<file path="src/rtl/mul_div_pkg.sv">
// Shared definitions for the iterative RV32M multiply/divide unit:
// funct3 encodings, FSM state encoding, iteration count and negation helpers.
package mul_div_pkg;

    localparam logic [2:0] F3_MUL    = 3'b000;
    localparam logic [2:0] F3_MULH   = 3'b001;
    localparam logic [2:0] F3_MULHSU = 3'b010;
    localparam logic [2:0] F3_MULHU  = 3'b011;
    localparam logic [2:0] F3_DIV    = 3'b100;
    localparam logic [2:0] F3_DIVU   = 3'b101;
    localparam logic [2:0] F3_REM    = 3'b110;
    localparam logic [2:0] F3_REMU   = 3'b111;

    localparam int ITER_COUNT = 32;
    localparam int CNT_W      = 6;

    typedef enum logic [1:0] {
        ST_IDLE = 2'd0,
        ST_CALC = 2'd1,
        ST_FIX  = 2'd2,
        ST_DONE = 2'd3
    } state_t;

    function automatic logic [31:0] neg32(input logic [31:0] v);
        return ~v + 32'd1;
    endfunction

    function automatic logic [63:0] neg64(input logic [63:0] v);
        return ~v + 64'd1;
    endfunction

endpackage

</file>
<file path="src/rtl/mul_div_step.sv">
// One iteration of the mul/div datapath: shift-add multiply step or
// restoring trial-subtract divide step over the {acc_hi, acc_lo} pair.
module mul_div_step
    import mul_div_pkg::*;
#(
    parameter int N = 32
) (
    input  logic         is_div,
    input  logic [N-1:0] acc_hi,
    input  logic [N-1:0] acc_lo,
    input  logic [N-1:0] operand_b,
    output logic [N-1:0] acc_hi_next,
    output logic [N-1:0] acc_lo_next
);

    logic [N:0] add_sum_s;
    logic [N:0] shifted_s;
    logic [N:0] trial_s;

    // Single iteration; a negative trial difference means the divisor did not fit
    always_comb begin
        add_sum_s = {1'b0, acc_hi} + (acc_lo[0] ? {1'b0, operand_b} : {(N+1){1'b0}});
        shifted_s = {acc_hi, acc_lo[N-1]};
        trial_s   = shifted_s - {1'b0, operand_b};
        if (is_div) begin
            if (trial_s[N]) begin
                acc_hi_next = shifted_s[N-1:0];
                acc_lo_next = {acc_lo[N-2:0], 1'b0};
            end else begin
                acc_hi_next = trial_s[N-1:0];
                acc_lo_next = {acc_lo[N-2:0], 1'b1};
            end
        end else begin
            acc_hi_next = add_sum_s[N:1];
            acc_lo_next = {add_sum_s[0], acc_lo[N-1:1]};
        end
    end

endmodule

</file>
<file path="src/rtl/mul_div_unit.sv">
// Iterative RV32M multiply/divide unit: captures operands on start, runs 32
// single-bit iterations, applies the sign fix and presents a registered result.
module mul_div_unit
    import mul_div_pkg::*;
#(
    parameter int N = 32
) (
    input  logic         clk,
    input  logic         reset,
    input  logic         Start_i,
    input  logic [2:0]   Funct3_i,
    input  logic [N-1:0] Rs1_Data_i,
    input  logic [N-1:0] Rs2_Data_i,
    output logic         Busy_o,
    output logic         Done_o,
    output logic [N-1:0] Result_o
);

    state_t             state_r, state_next_s;
    logic [CNT_W-1:0]   cnt_r;
    logic [2:0]         funct3_r;
    logic               a_neg_r, b_neg_r, div_zero_r;
    logic [N-1:0]       rs1_r, b_mag_r, acc_hi_r, acc_lo_r;
    logic               busy_r, done_r;
    logic [N-1:0]       result_r;

    logic               a_signed_s, b_signed_s, a_neg_s, b_neg_s, last_iter_s;
    logic [N-1:0]       a_mag_s, b_mag_s, step_hi_s, step_lo_s;
    logic [2*N-1:0]     prod_s;
    logic [N-1:0]       quot_s, rem_s, fix_result_s;

    mul_div_step #(.N(N)) u_step (
        .is_div      (funct3_r[2]),
        .acc_hi      (acc_hi_r),
        .acc_lo      (acc_lo_r),
        .operand_b   (b_mag_r),
        .acc_hi_next (step_hi_s),
        .acc_lo_next (step_lo_s)
    );

    // Next-state logic
    always_comb begin
        state_next_s = state_r;
        last_iter_s  = (cnt_r == CNT_W'(ITER_COUNT - 1));
        case (state_r)
            ST_IDLE: if (Start_i) state_next_s = ST_CALC; else state_next_s = ST_IDLE;
            ST_CALC: if (last_iter_s) state_next_s = ST_FIX; else state_next_s = ST_CALC;
            ST_FIX:  state_next_s = ST_DONE;
            ST_DONE: if (Start_i) state_next_s = ST_CALC; else state_next_s = ST_IDLE;
            default: state_next_s = ST_IDLE;
        endcase
    end

    // Operand sign decode and unsigned magnitudes at capture time
    always_comb begin
        a_signed_s = (Funct3_i == F3_MULH) || (Funct3_i == F3_MULHSU) ||
                     (Funct3_i == F3_DIV)  || (Funct3_i == F3_REM);
        b_signed_s = (Funct3_i == F3_MULH) || (Funct3_i == F3_DIV) || (Funct3_i == F3_REM);
        a_neg_s    = a_signed_s && Rs1_Data_i[N-1];
        b_neg_s    = b_signed_s && Rs2_Data_i[N-1];
        a_mag_s    = a_neg_s ? neg32(Rs1_Data_i) : Rs1_Data_i;
        b_mag_s    = b_neg_s ? neg32(Rs2_Data_i) : Rs2_Data_i;
    end

    // Sign fix and result select; divide by zero bypasses the sign fix
    always_comb begin
        if (a_neg_r ^ b_neg_r) begin
            prod_s = neg64({acc_hi_r, acc_lo_r});
            quot_s = neg32(acc_lo_r);
        end else begin
            prod_s = {acc_hi_r, acc_lo_r};
            quot_s = acc_lo_r;
        end
        if (a_neg_r) rem_s = neg32(acc_hi_r); else rem_s = acc_hi_r;
        case (funct3_r)
            F3_MUL:                       fix_result_s = prod_s[N-1:0];
            F3_MULH, F3_MULHSU, F3_MULHU: fix_result_s = prod_s[2*N-1:N];
            F3_DIV, F3_DIVU:              fix_result_s = div_zero_r ? {N{1'b1}} : quot_s;
            F3_REM, F3_REMU:              fix_result_s = div_zero_r ? rs1_r : rem_s;
            default:                      fix_result_s = prod_s[N-1:0];
        endcase
    end

    // State, registered status outputs, capture, iteration and result
    always_ff @(posedge clk) begin
        if (reset) begin
            state_r    <= ST_IDLE;
            busy_r     <= 1'b0;
            done_r     <= 1'b0;
            result_r   <= {N{1'b0}};
            cnt_r      <= {CNT_W{1'b0}};
            funct3_r   <= 3'b000;
            a_neg_r    <= 1'b0;
            b_neg_r    <= 1'b0;
            div_zero_r <= 1'b0;
            rs1_r      <= {N{1'b0}};
            b_mag_r    <= {N{1'b0}};
            acc_hi_r   <= {N{1'b0}};
            acc_lo_r   <= {N{1'b0}};
        end else begin
            state_r <= state_next_s;
            busy_r  <= (state_next_s == ST_CALC) || (state_next_s == ST_FIX);
            done_r  <= (state_next_s == ST_DONE);
            case (state_r)
                ST_IDLE, ST_DONE: begin
                    if (Start_i) begin
                        funct3_r   <= Funct3_i;
                        a_neg_r    <= a_neg_s;
                        b_neg_r    <= b_neg_s;
                        div_zero_r <= Funct3_i[2] && (Rs2_Data_i == {N{1'b0}});
                        rs1_r      <= Rs1_Data_i;
                        b_mag_r    <= b_mag_s;
                        acc_hi_r   <= {N{1'b0}};
                        acc_lo_r   <= a_mag_s;
                        cnt_r      <= {CNT_W{1'b0}};
                    end
                end
                ST_CALC: begin
                    acc_hi_r <= step_hi_s;
                    acc_lo_r <= step_lo_s;
                    cnt_r    <= cnt_r + CNT_W'(1);
                end
                ST_FIX:  result_r <= fix_result_s;
                default: cnt_r <= cnt_r;
            endcase
        end
    end

    assign Busy_o   = busy_r;
    assign Done_o   = done_r;
    assign Result_o = result_r;

endmodule

</file>
<file path="config.mk">
export PLATFORM = sky130hd
export DESIGN_NAME = mul_div_unit
export DESIGN_NICKNAME = d
export VERILOG_FILES = /design/src/rtl/mul_div_pkg.sv /design/src/rtl/mul_div_step.sv /design/src/rtl/mul_div_unit.sv
export SDC_FILE = /design/constraint.sdc
export NUM_CORES = 1
export LEC_CHECK = 0
export CAP_MARGIN = 20
export CORE_ASPECT_RATIO = 0.75
export CORE_MARGIN = 2
export CORE_UTILIZATION = 53
export CTS_CLUSTER_SIZE = 25
export DETAILED_ROUTE_END_ITERATION = 10
export PLACE_DENSITY = 0.75
export SLEW_MARGIN = 10
export SYNTH_ARGS = -nofsm -noshare
export SYNTH_HDL_FRONTEND = slang
export SYNTH_SLANG_ARGS = --single-unit
export TNS_END_PERCENT = 100
</file>
<file path="constraint.sdc">
create_clock -name clk -period 4.51 [get_ports clk]
set_input_delay 0.902 -clock clk [delete_from_list [all_inputs] [get_ports clk]]
set_output_delay 0.902 -clock clk [all_outputs]
set_load 0.03 [all_outputs]
</file>
==> metrics.yaml, run 1 <==
outcome:
  run_status: "finished, final reports clean"
global_routing:
  grt_max_degree: 91
  grt_pass1_wl_um: 88700
  grt_pass1_vias: 15200
  grt_overflow: 0
  antenna_found_initial: 0
  track_usage_pct: 37.5
clock_network:
  htreeDepth: 4
  clock_latency_ns: 0.47
  cts_resized: 0
  cts.reportedPaths.clkPinSlew_ns: 0.08
  cts_tree: "yes"
  root_buffer: "clkbuf_16"
  clock-sinks: 176
  hold_buffers: 0
  cts_made_buffers: 17
  clockBufferDepth: 2
  post-cts-setup-buffers: 0
sta:
  skew_ns: 0.0183
  rsz0062_at_grt: "no"
  setup_violations: 0
  max_slew_margin_pct: 30.9
  hold_viol: 0
  maxSlewViolCount: 0
  tns_ns: 0
  fmax_mhz: 244
  period_needed_ns: 4.10
  layout_setup_ws_ns: 0.412
  tightest_slew_ns: 1.03
  period_share_pct: 90.9
floorplan:
  die_h_um: 152
  start_util_pct: 53.4
  rows: 54
  die_w_um: 201
  die_area_mm2: 0.0304
  num_io_pins: 104
  core_mm2: 0.0289
synth:
  avgSynthCellArea_um2: 7.15
  yosysUniqueCellTypes: 88
  syn-num-nets: 2297
  synth_flop_cell: "dfxtp_1"
  synthArstFlopShare_pct: 0
  syn_inst: 2154
  ys_seq_area_share_pct: 22.9
  yosys_warnings: 0
  syn-cell-area_mm2: 0.0154
  synth-edff-count: 0
  ys_seq_elements: 176
routing:
  wl_per_cell_um: 22.6
  met2_length_um: 22400
  wl_met3_um: 8970
  num_vias: 17000
  drcViolationCount: 0
  ant_nets: 0
  routed_wl_um: 58700
  post_drt_via_cell_ratio: 6.56
  drt_iter0_drc: 2159
  drt_pass1_iterations: 6
  wl_met1_um: 26100
  maxUsedRoutingLayer: "met4"
layout:
  final_common_cell: "nand2_1"
  syn2layout_area_growth_pct: 13.0
  final_core_util_pct: 60.3
  fin_nets: 2333
  insertedDiodeCount: 0
  drive_above_1_share_pct: 6.26
  final_cell_mix: "nand2_1 (264), nor2_1 (246), a21oi_1 (218)"
power_and_ir_drop:
  power_density_mw_per_mm2: 271
  p_leak_nw: 6.72
  irDropWorstVdd_mv: 0.243
  power_mw: 4.71
worst_setup_path:
  worst_ep_arrival_time_ns: 4.48
  crit_slowest_cell: "dfxtp_1"
  path_cells: "clkinv_1 > buf_4 > nor2_1 > ha_1 > a21oi_1 > nand2_1 > nor4_1 > o21ai_0 > a21oi_1 > o21ai_0 > a311oi_1 > mux2_2 > o31ai_1"
  crit_fanout: 11
  crit_type: "flop to flop"
  reg2reg_slack_ns: 0.41
  r2r-end: "acc_hi_r[23]$_SDFFE_PP0P_"
  start_kind: "flop"
  rr_startpoint: "acc_lo_r[0]$_SDFFE_PP0P_"
  critical_path.endpoint_type: "flop"
  critPathRequiredTime_ns: 4.90
  crit_path_max_incr_delay_ns: 0.45
  r2r_cells: 13
min_path:
  hp-class: "flop to flop"
  hold_depth: 2
  hp-start: "rs1_r[1]$_SDFFE_PP0P_"
  whs_endpoint: "rs1_r[1]$_SDFFE_PP0P_"
placed_design:
  portBuffers: 103
  hpwl_um: 44600
  place_ws_ns: 0.528
  gp_congestion: 1.01
run:
  cap_violations: 0
per-layer routing:
metal | vias to the layer above | global-route usage (%)
met5 | - | 0
met4 | 0 | 9.78
met3 | 121 | 13.4
met2 | 1162 | 51.1
met1 | 7884 | 55.0
li1 | 7859 | -
through the flow:
step / instance area (µm²) / instances / hold WS [ns]
floorplan: 15400 / 2154 / 0.432
global placement: 16800 / 2563 / 0.442
detailed placement: 16800 / 2563 / 0.448
CTS: 17400 / 2595 / 0.457
global route: 17400 / 2595 / 0.476
finish: 17400 / 2595 / 0.458
report_power, final:
group          internal (mW)  leakage [nW]  switching (mW)
clock                  0.763         0.291           0.785
sequential              1.63          1.44           0.109
combinational          0.507          5.00           0.912
total                   2.90          6.72            1.81
critical path: cells and delay by family (launching register included):
family	cells	cell delay, ns
AOI/OAI and AO/OA	6	1.72
and+or+nand+nor	3	0.61
buffers and inverters	2	0.57
DFF	1	0.45
muxes	1	0.37
adders and majority gates	1	0.29
logic make-up (layout without fill, tap and decap cells):
logic type / after synthesis / in the layout / synth area share (%)
buffers and inverters: 223 / 272 / 5.72
xor gates and xnor gates: 184 / 184 / 10.5
muxes: 55 / 55 / 3.63
AOI/OAI and AO/OA: 680 / 680 / 28.3
adders and majority gates: 73 / 73 / 6.03
and+or+nand+nor: 763 / 763 / 22.9
DFF: 176 / 176 / 22.9
cells in the mapped netlist, types with 4 or more instances:
master     count  area (µm²)
nand2_1      264         991
nor2_1       246         923
a21oi_1      218        1090
dfxtp_1      176        3520
o21ai_0      137         686
clkbuf_1     115         432
xor2_1        94         823
xnor2_1       90         788
inv_1         75         282
ha_1          71         888
nor3_1        56         280
mux2i_1       48         480
a211oi_1      42         315
o211ai_1      41         308
nand3_1       33         165
a21o_1        24         180
a22oi_1       23         173
a31oi_1       23         144
or3_1         23         144
o31ai_1       22         165
nor4_1        20         125
o21a_1        16         120
nand2b_1      15        93.8
nor2b_1       15        93.8
a22o_1        14         123
a311oi_1      14         123
buf_2         14        70.1
and2_1        12        75.1
o21bai_1      12        90.1
or4_1         12        90.1
a221oi_1      11        96.3
and3_1        11        68.8
buf_1         11        41.3
nand4_1       11        68.8
o221ai_1      11        96.3
or2_2          8        50.1
a2111oi_0      7        61.3
mux2_2         7        78.8
o21ai_1        7        35.0
nor3b_1        6        45.0
nor4b_1        6        52.6
o41ai_1        6        52.6
o2111ai_1      5        43.8
a41oi_1        4        35.0
cell type report:
class	count	area (µm²)
Fill cell	2725	11400
Timing Repair Buffer	162	1470
Multi-Input combinational cell	1755	11000
Sequential cell	176	3530
Clock buffer	18	439
Clock inverter	14	161
Tap cell	392	490
Inverter	78	293
registers in the layout, summed over array words and instances, names as in the netlist:
register / flops
Busy_o: 1
Done_o: 1
Result_o: 32
a_neg_r: 1
acc_hi_r: 32
acc_lo_r: 32
b_mag_r: 32
b_neg_r: 1
cnt_r: 6
div_zero_r: 1
funct3_r: 3
rs1_r: 32
state_r: 2
worst max-delay path by stage:
stage / start / end / slack [ns] / cells past startpoint
2_1_floorplan: acc_lo_r[0]$_SDFFE_PP0P_ / acc_hi_r[30]$_SDFFE_PP0P_ / 1.36 / 13
3_3_place_gp: acc_lo_r[0]$_SDFFE_PP0P_ / acc_hi_r[29]$_SDFFE_PP0P_ / 0.70 / 14
3_5_place_dp: acc_lo_r[0]$_SDFFE_PP0P_ / acc_hi_r[23]$_SDFFE_PP0P_ / 0.53 / 13
4_1_cts: acc_lo_r[0]$_SDFFE_PP0P_ / acc_hi_r[23]$_SDFFE_PP0P_ / 0.49 / 13
5_1_grt: acc_lo_r[0]$_SDFFE_PP0P_ / acc_hi_r[23]$_SDFFE_PP0P_ / 0.07 / 13
6_report: acc_lo_r[0]$_SDFFE_PP0P_ / acc_hi_r[23]$_SDFFE_PP0P_ / 0.41 / 13
Power figures use the tool's default switching activity.
==> run 2: changes to the inputs <==
--- a/config.mk
+++ b/config.mk
@@ -15,5 +15,6 @@
 export SLEW_MARGIN = 10
 export SYNTH_ARGS = -nofsm -noshare
 export SYNTH_HDL_FRONTEND = slang
+export SYNTH_HIERARCHICAL = 1
 export SYNTH_SLANG_ARGS = --single-unit
-export TNS_END_PERCENT = 100
+export TNS_END_PERCENT = 50
==> run 2 against run 1 <==
Synthesized cell count rose by 3.7%. First-iteration DRC count increased by 31%. Routed wire length grew 7.4%. Final cell count grew 3.1%. Clock power about the same. Flip-flop and latch count unchanged. Sequential share of layout area decreased by 0.72 points. Total power rose by 4.7%. Maximum frequency rose by 0.20%. Critical endpoint is now acc_hi_r[30]$_SDFFE_PP0P_. Largest power group unchanged. Highest routed layer is now met5.
==> metrics.yaml, run 2 <==
placed_design:
  place_area_mm2: 0.0174
  place_ws_ns: 0.579
  hpwl_um: 46700
  gp_congestion: 1.07
  portBuffers: 103
layout:
  fillers: 2800
  insertedDiodeCount: 0
  final_cell_mix: "nand2_1 (258), nor2_1 (224), a21oi_1 (213)"
  drive_above_1_share_pct: 8.26
  final_area_mm2: 0.0180
  fin_nets: 2408
  final_common_cell: "nand2_1"
  syn2layout_area_growth_pct: 12.2
sta:
  skew_ns: 0.0200
  layout_setup_ws_ns: 0.420
  setup_violations: 0
  rsz0062_at_grt: "no"
  period_needed_ns: 4.09
  hold_viol: 0
  tightest_slew_ns: 1.31
  period_share_pct: 90.7
  fmax_mhz: 244
  max_slew_margin_pct: 12.3
  maxSlewViolCount: 0
  tns_ns: 0
routing:
  routed_wl_um: 63000
  drt_pass1_iterations: 8
  drt_iter0_drc: 2820
  wl_per_cell_um: 23.6
  drcViolationCount: 0
  post_drt_via_cell_ratio: 6.80
  ant_nets: 0
  num_vias: 18200
worst_setup_path:
  crit_fanout: 24
  critPathTopFamily: "compound AO/OA/AOI/OAI gates"
  critPathRequiredTime_ns: 4.81
  crit_path_max_incr_delay_ns: 0.70
  path_cells: "inv_1 > ha_1 > fa_1 > nor2b_1 > o31ai_1 > a21o_1 > o211ai_4 > a31oi_4 > o211ai_4 > buf_4 > nor2_1 > a211oi_2 > a21oi_2 > a22oi_1 > nor2_1"
  crit_slowest_cell: "o211ai_4"
  worst_ep_arrival_time_ns: 4.39
  start_kind: "flop"
  crit_type: "flop to flop"
  critical_path.endpoint_type: "flop"
  path_buf_inv: 2
clock_network:
  clock_latency_ns: 0.46
  htreeDepth: 4
  hold_buffers: 0
  cts_tree: "yes"
  cts.reportedPaths.clkPinSlew_ns: 0.07
  cts_resized: 0
  post-cts-setup-buffers: 0
  root_buffer: "clkbuf_16"
  clock-sinks: 176
  cts_made_buffers: 17
  clockBufferDepth: 2
global_routing:
  track_usage_pct: 39.4
  grt_max_degree: 101
  grt-busiest-layer: "met1"
  antenna_found_initial: 1
  grt_overflow: 0
  use_met2_pct: 53.3
  grt_pass1_vias: 16800
  globalRouteMet1Util_pct: 56.8
  grt_pass1_wl_um: 97400
  use_met3_pct: 15.7
floorplan:
  die_area_mm2: 0.0317
  die_w_um: 205
  core_mm2: 0.0300
  start_util_pct: 53.5
  rows: 55
  num_io_pins: 104
  die_h_um: 155
synth:
  ys_seq_area_share_pct: 21.9
  ys_top_cells_by_area: "dfxtp_1 (22%), a21oi_1 (6.7%), nand2_1 (6.0%)"
  syn_inst: 2233
  ys_seq_elements: 176
  synth_top_area_share_pct: 21.9
  yosysMostFrequentCell: "nand2_1"
  yosys_warnings: 6
  syn-cell-area_mm2: 0.0161
  yosys-top-cells-count: "nand2_1 (258), nor2_1 (224), a21oi_1 (214)"
  syn-num-nets: 2378
  synth-edff-count: 0
  synth.largest_area_cell: "dfxtp_1"
  synth_flop_cell: "dfxtp_1"
  yosysUniqueCellTypes: 92
  avgSynthCellArea_um2: 7.19
  synthArstFlopShare_pct: 0
power_and_ir_drop:
  p_seq_share_pct: 36.8
  p_leak_nw: 7.11
  switching_power_mw: 1.91
  irDropWorstVdd_mv: 0.249
  p_clk_share_pct: 31.3
  p_sw_share_pct: 38.8
  power_density_mw_per_mm2: 274
  combPwrFrac_pct: 31.9
  internal_power_mw: 3.02
run:
  cap_violations: 0
outcome:
  run_status: "finished, final reports clean"
min_path:
  hp-class: "flop to flop"
## run 2: per-stage QoR
| stage | cells | total power [mW] | utilization [%] | hold WS, ns |
|---|---|---|---|---|
| global route | 2675 | 5.11 | 60.1 | 0.480 |
| detailed placement | 2643 | 3.33 | 58.1 | 0.451 |
| floorplan | 2233 | 2.81 | - | 0.434 |
| CTS | 2675 | 4.85 | 60.1 | 0.461 |
| finish | 2675 | 4.93 | 60.1 | 0.461 |
| global placement | 2643 | 3.30 | 58.1 | 0.445 |
## run 2: worst min-delay path, stage by stage (launching register included)
cell	delay, ns
dfxtp_1	0.31
nand2_1	0.05
a21oi_1	0.05
## run 2: cells by family (layout without fill, tap and decap cells)
kind of cell,after synthesis,in the layout,synth area share [%]
AND/OR/NAND/NOR,828,828,24.5
AO/OA/AOI/OAI,710,710,29.3
buffers and inverters,228,271,5.86
flip-flops,176,176,21.9
XOR/XNOR,169,169,9.21
adder cells (fa/ha/maj),75,75,5.94
multiplexers,47,47,3.19
## run 2: layout make-up
| type | instances | area (µm²) | share of cell area (%) |
|---|---|---|---|
| multi-input cells | 1829 | 11600 | 64.4 |
| flip-flops and latches | 176 | 3520 | 19.6 |
| repair buffers | 170 | 1540 | 8.56 |
| well taps | 399 | 499 | 2.77 |
| clock buffers | 19 | 443 | 2.46 |
| inverters | 69 | 259 | 1.44 |
| clock inverters | 13 | 140 | 0.777 |
## run 2: layer usage
metal,routed length [µm],vias to the layer above
met2,24200,1269
met3,10500,155
met4,1780,2
met5,11,-
li1,-,8193
met1,26500,8568
## run 2: final timing paths
check | from | end | slack, ns | cells after the start
max | acc_lo_r[31]$_SDFFE_PP0P_ | acc_hi_r[30]$_SDFFE_PP0P_ | 0.42 | 15
min | rs1_r[1]$_SDFFE_PP0P_ | rs1_r[1]$_SDFFE_PP0P_ | 0.46 | 2
max reg2reg | acc_lo_r[31]$_SDFFE_PP0P_ | acc_hi_r[30]$_SDFFE_PP0P_ | 0.42 | 15
min reg2reg | rs1_r[1]$_SDFFE_PP0P_ | rs1_r[1]$_SDFFE_PP0P_ | 0.46 | 2
## run 2: power groups by stage
stage | clock network (mW) | registers (mW) | logic, mW
finish | 1.55 | 1.81 | 1.57
global route | 1.61 | 1.82 | 1.68
CTS | 1.55 | 1.80 | 1.51
detailed placement | 0 | 1.83 | 1.50
global placement | 0 | 1.83 | 1.48
floorplan | 0 | 1.74 | 1.07
